### config.mk
export PLATFORM = sky130hd
export DESIGN_NAME = cpu_slot_bridge
export DESIGN_NICKNAME = d
export VERILOG_FILES = /design/src/rtl/cpu_slot_bridge.sv
export SDC_FILE = /design/constraint.sdc
export NUM_CORES = 1
export LEC_CHECK = 0
export BUFFER_PORTS_ARGS = -buffer_cell sky130_fd_sc_hd__buf_2
export CORE_UTILIZATION = 39
export CTS_BUF_LIST = sky130_fd_sc_hd__clkbuf_2 sky130_fd_sc_hd__clkbuf_4 sky130_fd_sc_hd__clkbuf_8
export CTS_CLUSTER_SIZE = 40
export DETAILED_ROUTE_END_ITERATION = 6
export SYNTH_ARGS = -nofsm -noshare
export SYNTH_HDL_FRONTEND = slang
export SYNTH_SLANG_ARGS = --single-unit
### constraint.sdc
create_clock -name clk -period 1.65 [get_ports clk]
set_input_delay 0.165 -clock clk [delete_from_list [all_inputs] [get_ports clk]]
set_output_delay 0.165 -clock clk [all_outputs]
set_load 0.03 [all_outputs]
### src/rtl/cpu_slot_bridge.sv
// Initiator side of the slot req/ack handshake.
// Samples Z80/R800 bus pins in the clk domain and issues exactly one request per CPU strobe.
// The CPU is held in WAIT until the responder acknowledges, or until a cycle timeout forces
// completion. Read data, or the interrupt vector on INTA cycles, is returned to the CPU.
module cpu_slot_bridge #(
  parameter int unsigned TIMEOUT_CYC = 255,
  parameter logic [7:0]  INTA_VECTOR = 8'hFF
) (
  input  logic        clk,
  input  logic        RESET_n,
  input  logic        cpu_mreq_n,
  input  logic        cpu_iorq_n,
  input  logic        cpu_rd_n,
  input  logic        cpu_wr_n,
  input  logic        cpu_m1_n,
  input  logic [15:0] cpu_a,
  input  logic [7:0]  cpu_do,
  output logic [7:0]  cpu_di,
  output logic        cpu_di_oe,
  output logic        cpu_wait_n,
  output logic        req,
  input  logic        ack,
  output logic        mem,
  output logic        wrt,
  output logic [15:0] adr,
  output logic [7:0]  dbo,
  input  logic [7:0]  dbi,
  output logic        timeout
);

  localparam int unsigned   CntW    = $clog2(TIMEOUT_CYC) + 1;
  localparam logic [CntW-1:0] CntLast = CntW'(TIMEOUT_CYC - 1);

  typedef enum logic [1:0] {StSettle, StIdle, StReq, StDone} state_e;

  state_e          state_q;
  logic [CntW-1:0] cnt_q;

  logic        s_mreq_n_q, s_iorq_n_q, s_rd_n_q, s_wr_n_q, s_m1_n_q;
  logic [15:0] s_a_q;
  logic [7:0]  s_do_q;

  logic        req_q, mem_q, wrt_q, cpu_di_oe_q, cpu_wait_n_q, timeout_q;
  logic [15:0] adr_q;
  logic [7:0]  dbo_q, cpu_di_q;

  logic active, inta;

  assign active = (!s_mreq_n_q || !s_iorq_n_q) && (!s_rd_n_q || !s_wr_n_q);
  assign inta   = !s_m1_n_q && !s_iorq_n_q;

  assign req        = req_q;
  assign mem        = mem_q;
  assign wrt        = wrt_q;
  assign adr        = adr_q;
  assign dbo        = dbo_q;
  assign cpu_di     = cpu_di_q;
  assign cpu_di_oe  = cpu_di_oe_q;
  assign cpu_wait_n = cpu_wait_n_q;
  assign timeout    = timeout_q;

  // Single register stage on all CPU pins. Reset loads a "memory read in progress" pattern so
  // that SETTLE needs a genuinely idle pin sample before arming; a strobe held across reset
  // is therefore never replayed.
  always_ff @(posedge clk or negedge RESET_n) begin
    if (!RESET_n) begin
      s_mreq_n_q <= 1'b0;
      s_iorq_n_q <= 1'b1;
      s_rd_n_q   <= 1'b0;
      s_wr_n_q   <= 1'b1;
      s_m1_n_q   <= 1'b1;
      s_a_q      <= '0;
      s_do_q     <= '0;
    end else begin
      s_mreq_n_q <= cpu_mreq_n;
      s_iorq_n_q <= cpu_iorq_n;
      s_rd_n_q   <= cpu_rd_n;
      s_wr_n_q   <= cpu_wr_n;
      s_m1_n_q   <= cpu_m1_n;
      s_a_q      <= cpu_a;
      s_do_q     <= cpu_do;
    end
  end

  // Bus-cycle FSM with registered handshake and CPU-side outputs.
  always_ff @(posedge clk or negedge RESET_n) begin
    if (!RESET_n) begin
      state_q      <= StSettle;
      cnt_q        <= '0;
      req_q        <= 1'b0;
      mem_q        <= 1'b1;
      wrt_q        <= 1'b0;
      adr_q        <= '0;
      dbo_q        <= '0;
      cpu_di_q     <= 8'hFF;
      cpu_di_oe_q  <= 1'b0;
      cpu_wait_n_q <= 1'b1;
      timeout_q    <= 1'b0;
    end else begin
      timeout_q <= 1'b0;
      case (state_q)
        StSettle: begin
          if (!active && !inta) state_q <= StIdle;
        end
        StIdle: begin
          if (inta) begin
            cpu_di_q    <= INTA_VECTOR;
            cpu_di_oe_q <= 1'b1;
            state_q     <= StDone;
          end else if (active) begin
            // Write wins when both strobes are low.
            req_q        <= 1'b1;
            cpu_wait_n_q <= 1'b0;
            mem_q        <= s_iorq_n_q;
            wrt_q        <= !s_wr_n_q;
            adr_q        <= s_a_q;
            dbo_q        <= s_do_q;
            cnt_q        <= '0;
            state_q      <= StReq;
          end
        end
        StReq: begin
          if (ack) begin
            req_q        <= 1'b0;
            cpu_wait_n_q <= 1'b1;
            if (!wrt_q) begin
              cpu_di_q    <= dbi;
              cpu_di_oe_q <= 1'b1;
            end
            state_q <= StDone;
          end else if (cnt_q == CntLast) begin
            // Nobody answered: release the CPU with open-bus data.
            req_q        <= 1'b0;
            cpu_wait_n_q <= 1'b1;
            timeout_q    <= 1'b1;
            if (!wrt_q) begin
              cpu_di_q    <= 8'hFF;
              cpu_di_oe_q <= 1'b1;
            end
            state_q <= StDone;
          end else begin
            cnt_q <= cnt_q + CntW'(1);
          end
        end
        StDone: begin
          if (!active && !inta) begin
            cpu_di_oe_q <= 1'b0;
            state_q     <= StIdle;
          end
        end
        default: state_q <= StSettle;
      endcase
    end
  end

endmodule

==> metrics.cfg, run 1 <==
[yosys]
synth_top_area_share_pct = 53.0
ys_ff_latch = 78
netlist_area_um2 = 3070
yosysTopAreaCell = dfrtp_1
synth_area_per_cell_um2 = 11.1
synth_edf_count = 0
syn_nets = 323
yosysSeqAreaShare_pct = 64.2
synth_ff_type = dfrtp_1
yosysWarnings = 0
syn_inst = 276
synth_cell_types = 42
synthArstFlopShare_pct = 100
ys_top_cells_by_area = dfrtp_1, dfstp_2, nand2_1

[setup_path]
reg2reg_from = state_q[0]
cp_slowest_cell = dfrtp_1
critPathLaunch = state_q[0]
cp_max_fo = 8
cp-start-kind = flip-flop
critPathBufInv = 2
rrSetupSlack_ps = -10
path_cells = buf_6 -> ha_4 -> buf_6 -> o22ai_4 -> a41oi_2 -> mux2_4
critPathMostFrequentCell = buf_6
crit_path_max_incr_delay_ps = 430
required_ps = 1880
arrival_ps = 1900
r2r-end = cnt_q[8]
crit_type = flip-flop to flip-flop
cp_top_family = flip-flops
reg2regPathDepth = 6
crit_path_end_kind = flip-flop

[routing]
vias = 2434
wl_per_cell_um = 13.2
antenna_left = 0
drcViolationCount = 0
vias_per_cell = 4.63
drtIter0Drc = 97
wl_um = 6960
drt_pass1_iterations = 4

[layout]
n_antenna_cell = 0
syn_to_final_growth_pct = 47.3
final_common_cell = nand2_1
final_cell_mix = nand2_1, buf_2, dfrtp_1
nets = 469
drive_gt1_share_pct = 40.3

[run_status]
violations = negative setup slack
status = finished with violations

[worst_hold_path]
hold-path-endpoint = cpu_di[0]
hp-start = dbi[0]
hold-path-cell-count = 3
hp-class = input port to flip-flop

[timing]
setup-tns-final_ps = -10.8
finClkSkew_ps = 7.30
finalSetupViolations = 1
max_slew_margin_pct = 69.8
maxSlewViolCount = 0
fmax_ghz = 0.602
rsz0062_at_grt = true
min_period_ps = 1660
max_slew.worst_pin.slew_ps = 449
setup_slack_ps = -10.8
finalHoldViolations = 0
finalCritPeriodShare_pct = 101

[placed_design]
place_congestion = 0.815
dp_hpwl_um = 4360
port_buffers = 77

[global_routing]
overflow = 0
track_usage_pct = 18.4
grt_pass1_wl_um = 11800
grt_max_degree = 79
grt_pass1_vias = 2500
grt_antenna_before_repair = 0

[power]
power.total_mw = 7.19
vdd_drop_max_uv = 898
p_per_area_nw_per_um2 = 1590
leakagePower_nw = 2.27

[clocking]
cts_tree = built
cts_max_level = 3
cts_root_buf = clkbuf_8
insertion_delay_ps = 350
cts_made_buffers = 9
clk_pin_slew_ps = 90
clockBufferDepth = 2
clock-sinks = 78

[die]
rows = 31
io_pins = 78
dieWidth_um = 90.7
core_um2 = 7410
die_h_um = 90.7
start_util_pct = 41.4
die_area_um2 = 8220

[job]
drv_cap = 0

## metal layers
metal | up-vias | global-route usage (%) | routed length, um
met1 | 1152 | 23.7 | 3100
met2 | 68 | 30.1 | 3430
met3 | 5 | 5.13 | 366
met5 | - | 0 | 0
met4 | 0 | 6.05 | 59
li1 | 1209 | - | -
## how the worst max path moves through the flow
stage	endpoint	slack, ps	cells after the start
after floorplan	cnt_q[8]	-60	6
after global placement	cnt_q[6]	-70	7
after detailed placement	cnt_q[2]	-100	7
after CTS	cnt_q[8]	-4	6
after global routing	cnt_q[5]	-60	7
final	cnt_q[8]	-10	6
## registers in the layout (all words and copies together) (netlist names), 2 cells and up
name,count
cnt_q,9
s_do_q,8
cpu_di,8
s_a_q,16
dbo,8
state_q,2
adr,16
## cells in the mapped netlist (all sizes together) (2+ instances only)
library cell	n
or2	2
nand2	85
nor3	3
inv	16
nand3	5
and3	4
o22ai	4
a21o	3
o41ai	2
buf	5
ha	7
dfrtp	65
o21ai	4
nand4	2
nor2b	2
mux2i	9
mux2	2
nor2	16
a32o	4
and4	2
dfstp	13
a21oi	5
a22o	2
clkbuf	2
## cell families (layout without fill, tap and decap cells)
| group | after synthesis | in the layout | share of synthesized area (%) |
|---|---|---|---|
| buf+inv | 23 | 174 | 3.10 |
| flops | 78 | 78 | 64.2 |
| fa+ha+maj | 7 | 7 | 2.86 |
| simple gates | 125 | 125 | 17.7 |
| compound gates | 32 | 32 | 8.53 |
| mux | 11 | 11 | 3.67 |
## layout make-up
| type | count | area (um^2) |
|---|---|---|
| fill | 622 | 2890 |
| sequential | 78 | 1970 |
| multi-input combinational | 175 | 1180 |
| timing repair buffer | 142 | 998 |
| clock buffer | 9 | 124 |
| tap | 99 | 124 |
| clock inverter | 7 | 63.8 |
| inverter | 16 | 60.1 |
## what timing repair did
action                                 CTS  global route
hold buffers                            30             0
setup buffers                            4             2
cloned                                   0             0
gates resized for setup                 15            16
endpoints found under the hold margin   94             0
setup endpoints to repair               24            32
pin swaps                                3             7
## where the power goes
part / total, mW / internal (mW) / switching [mW]
Sequential: 2.66 / 2.42 / 0.243
Combinational: 3.18 / 1.27 / 1.90
Clock: 1.35 / 0.580 / 0.773
Total: 7.19 / 4.27 / 2.92
## worst min-delay path, cell delays in order
cell,delay (ps)
buf_2,90
nor2_1,90
mux2i_1,80
## metrics by stage
stage          utilization, %  hold WS, ps  setup WS, ps  instance area (um^2)  instances
2_1_floorplan               -         -131         -62.1                  3140        276
3_3_place_gp             51.8          218         -67.5                  3830        474
3_5_place_dp             51.8          218         -99.0                  3830        474
4_1_cts                  59.6         61.6         -4.03                  4410        524
5_1_grt                  61.0         78.2         -55.7                  4520        526
6_report                 61.0         77.6         -10.8                  4520        526
No activity file was read; power rests on OpenSTA's default activity.
==> run 2: changes to the inputs <==
Settings changed: CORE_UTILIZATION 39 to 49, PLACE_DENSITY set to 0.78.
==> run 2 against run 1 <==
Compared with the run above: worst setup slack gained 7.7 ps; the flow still finishes with violations (negative setup slack); global-route usage increased by 5.2 points; count of clock-buffer cells in the layout is 1 higher; sequential power about the same; critical path depth unchanged; largest cell class unchanged; cell count fell by 5.5%; critical endpoint is now cnt_q[2]; clock power decreased by 7%; wire length rose by 6.2%; register-to-register slack barely moved; via count grew 3.5%; fmax grew 0.47%; design area shrank 2.2%.
==> metrics.cfg, run 2 (same netlist as run 1, synthesis figures left out) <==
[power]
p_per_area_nw_per_um2 = 1600  ; was 1590 nW/um^2
leakagePower_nw = 2.23  ; was 2.27 nW
vdd_drop_max_uv = 1030  ; was 898 uV

[routing]
drt_pass1_iterations = 4  ; unchanged
antenna_left = 0  ; unchanged
wl_um = 7390  ; was 6960 um
vias = 2520  ; was 2434
drcViolationCount = 0  ; unchanged
wl_per_cell_um = 14.9  ; was 13.2 um
drtIter0Drc = 118  ; was 97
vias_per_cell = 5.07  ; was 4.63

[timing]
fmax_ghz = 0.605  ; was 0.602 GHz
rsz0062_at_grt = true  ; unchanged
min_period_ps = 1650  ; was 1660 ps
max_slew.worst_pin.slew_ps = 412  ; was 449 ps
setup_slack_ps = -3.11  ; was -10.8 ps
finClkSkew_ps = 7.14  ; was 7.30 ps
maxSlewViolCount = 0  ; unchanged
max_slew_margin_pct = 72.5  ; was 69.8%
hold_ws_ps = 98.1  ; was 77.6 ps
finalSetupViolations = 1  ; unchanged
finalHoldViolations = 0  ; unchanged
finalCritPeriodShare_pct = 100  ; was 101%

[die]
die_h_um = 81.1  ; was 90.7 um
start_util_pct = 51.2  ; was 41.4%
dieWidth_um = 81.1  ; was 90.7 um
core_um2 = 5990  ; was 7410 um^2
die_area_um2 = 6580  ; was 8220 um^2
rows = 28  ; was 31
io_pins = 78  ; unchanged

[placed_design]
port_buffers = 77  ; unchanged
placed_area_um2 = 3790  ; was 3830 um^2
place_congestion = 0.808  ; was 0.815
dp_hpwl_um = 4230  ; was 4360 um
place_ws_ps = -108  ; was -99.0 ps

[setup_path]
cp_max_fo = 6  ; was 8
cp-start-kind = flip-flop  ; unchanged
crit_type = flip-flop to flip-flop  ; unchanged
reg2regPathDepth = 6  ; unchanged
arrival_ps = 1910  ; was 1900 ps
required_ps = 1910  ; was 1880 ps
crit_path_end_kind = flip-flop  ; unchanged

[clocking]
cts_tree = built  ; unchanged
clock-sinks = 78  ; unchanged
clockBufferDepth = 2  ; unchanged
cts_max_level = 3  ; unchanged
clk_pin_slew_ps = 80  ; was 90 ps
insertion_delay_ps = 330  ; was 350 ps
cts_made_buffers = 9  ; unchanged
cts_root_buf = clkbuf_8  ; unchanged

[layout]
nets = 464  ; was 469
final_common_cell = nand2_1  ; unchanged
n_fill_cell = 395  ; was 622
final_cell_mix = nand2_1, buf_2, dfrtp_1  ; unchanged
n_antenna_cell = 0  ; unchanged
multi_input_area_um2 = 1170  ; was 1180 um^2
seqCellArea_um2 = 1970  ; about the same
fin_area_um2 = 4420  ; was 4520 um^2
syn_to_final_growth_pct = 44.1  ; was 47.3%
drive_gt1_share_pct = 40.3  ; about the same

[run_status]
status = finished with violations  ; unchanged
violations = negative setup slack  ; unchanged

[job]
drv_cap = 0  ; unchanged

[worst_hold_path]
hp-class = input port to flip-flop  ; unchanged
hold-path-cell-count = 3  ; unchanged

[global_routing]
grt_pass1_wl_um = 11600  ; was 11800 um
grt_pass1_vias = 2526  ; was 2500
track_usage_pct = 23.6  ; was 18.4%
grt_antenna_before_repair = 0  ; unchanged
overflow = 0  ; unchanged
grt_max_degree = 79  ; unchanged

run 2: cell count changes in the layout (fill, tap and decap cells not counted), moves of 2 or more:
cell,change
buf_6,-2
nand2_2,+2
ha_2,+2
mux2i_2,+2
ha_1,-2
clkinv_2,+3
mux2i_1,-2
buf_4,-3
inv_8,-2
run 2: worst max-delay path, cell delays in order (launching register included):
cell	delay (ps)
dfrtp_1	390
ha_2	190
and4b_2	270
a21o_4	270
buf_6	120
a21oi_4	180
a32o_1	170
run 2: layout make-up:
class | count | share of cell area, %
clock buffers | 10 | 2.97
clock inverters | 6 | 0.878
inverters | 16 | 1.42
multi-input cells | 175 | 26.5
flip-flops and latches | 78 | 44.6
well taps | 75 | 2.12
repair buffers | 137 | 21.6
run 2: through the flow:
step                      power, mW  cells  util (%)  TNS (ps)
after global routing           7.47    497      73.8      -490
after global placement         5.41    448      63.3      -335
final                          7.08    497      73.8     -3.11
after CTS                      6.91    495      72.1         0
after detailed placement       5.50    448      63.3     -1540
after floorplan                4.53    276         -     -1050
run 2: repair_timing:
| item | 4_1_cts | 5_1_grt |
|---|---|---|
| resized for setup | 13 | 18 |
| buffers inserted | 1 | 2 |
| pin swaps | 4 | 12 |
| hold buffers | 30 | 0 |
| hold endpoints to repair | 94 | 0 |
| endpoints found under the setup margin | 24 | 20 |
run 2: layer usage:
layer	track usage, %	share of wire (%)
met5	0	0
met4	7.32	0.72
met3	4.27	4.4
met2	40.8	52
met1	30.1	42
run 2: power by group:
group	internal, mW	switching [mW]	total, mW
Combinational	1.21	1.92	3.13
Clock	0.561	0.701	1.26
Sequential	2.42	0.267	2.69
run 2: path summary, 6_finish.rpt:
path	start	end	slack, ps
max	cnt_q[1]	cnt_q[2]	-3
max reg2reg	cnt_q[1]	cnt_q[2]	-3
min reg2reg	s_do_q[1]	dbo[1]	440
min	dbi[2]	cpu_di[2]	100
max in group asynchronous	RESET_n	cpu_di[5]	900
min in group asynchronous	RESET_n	cnt_q[4]	380
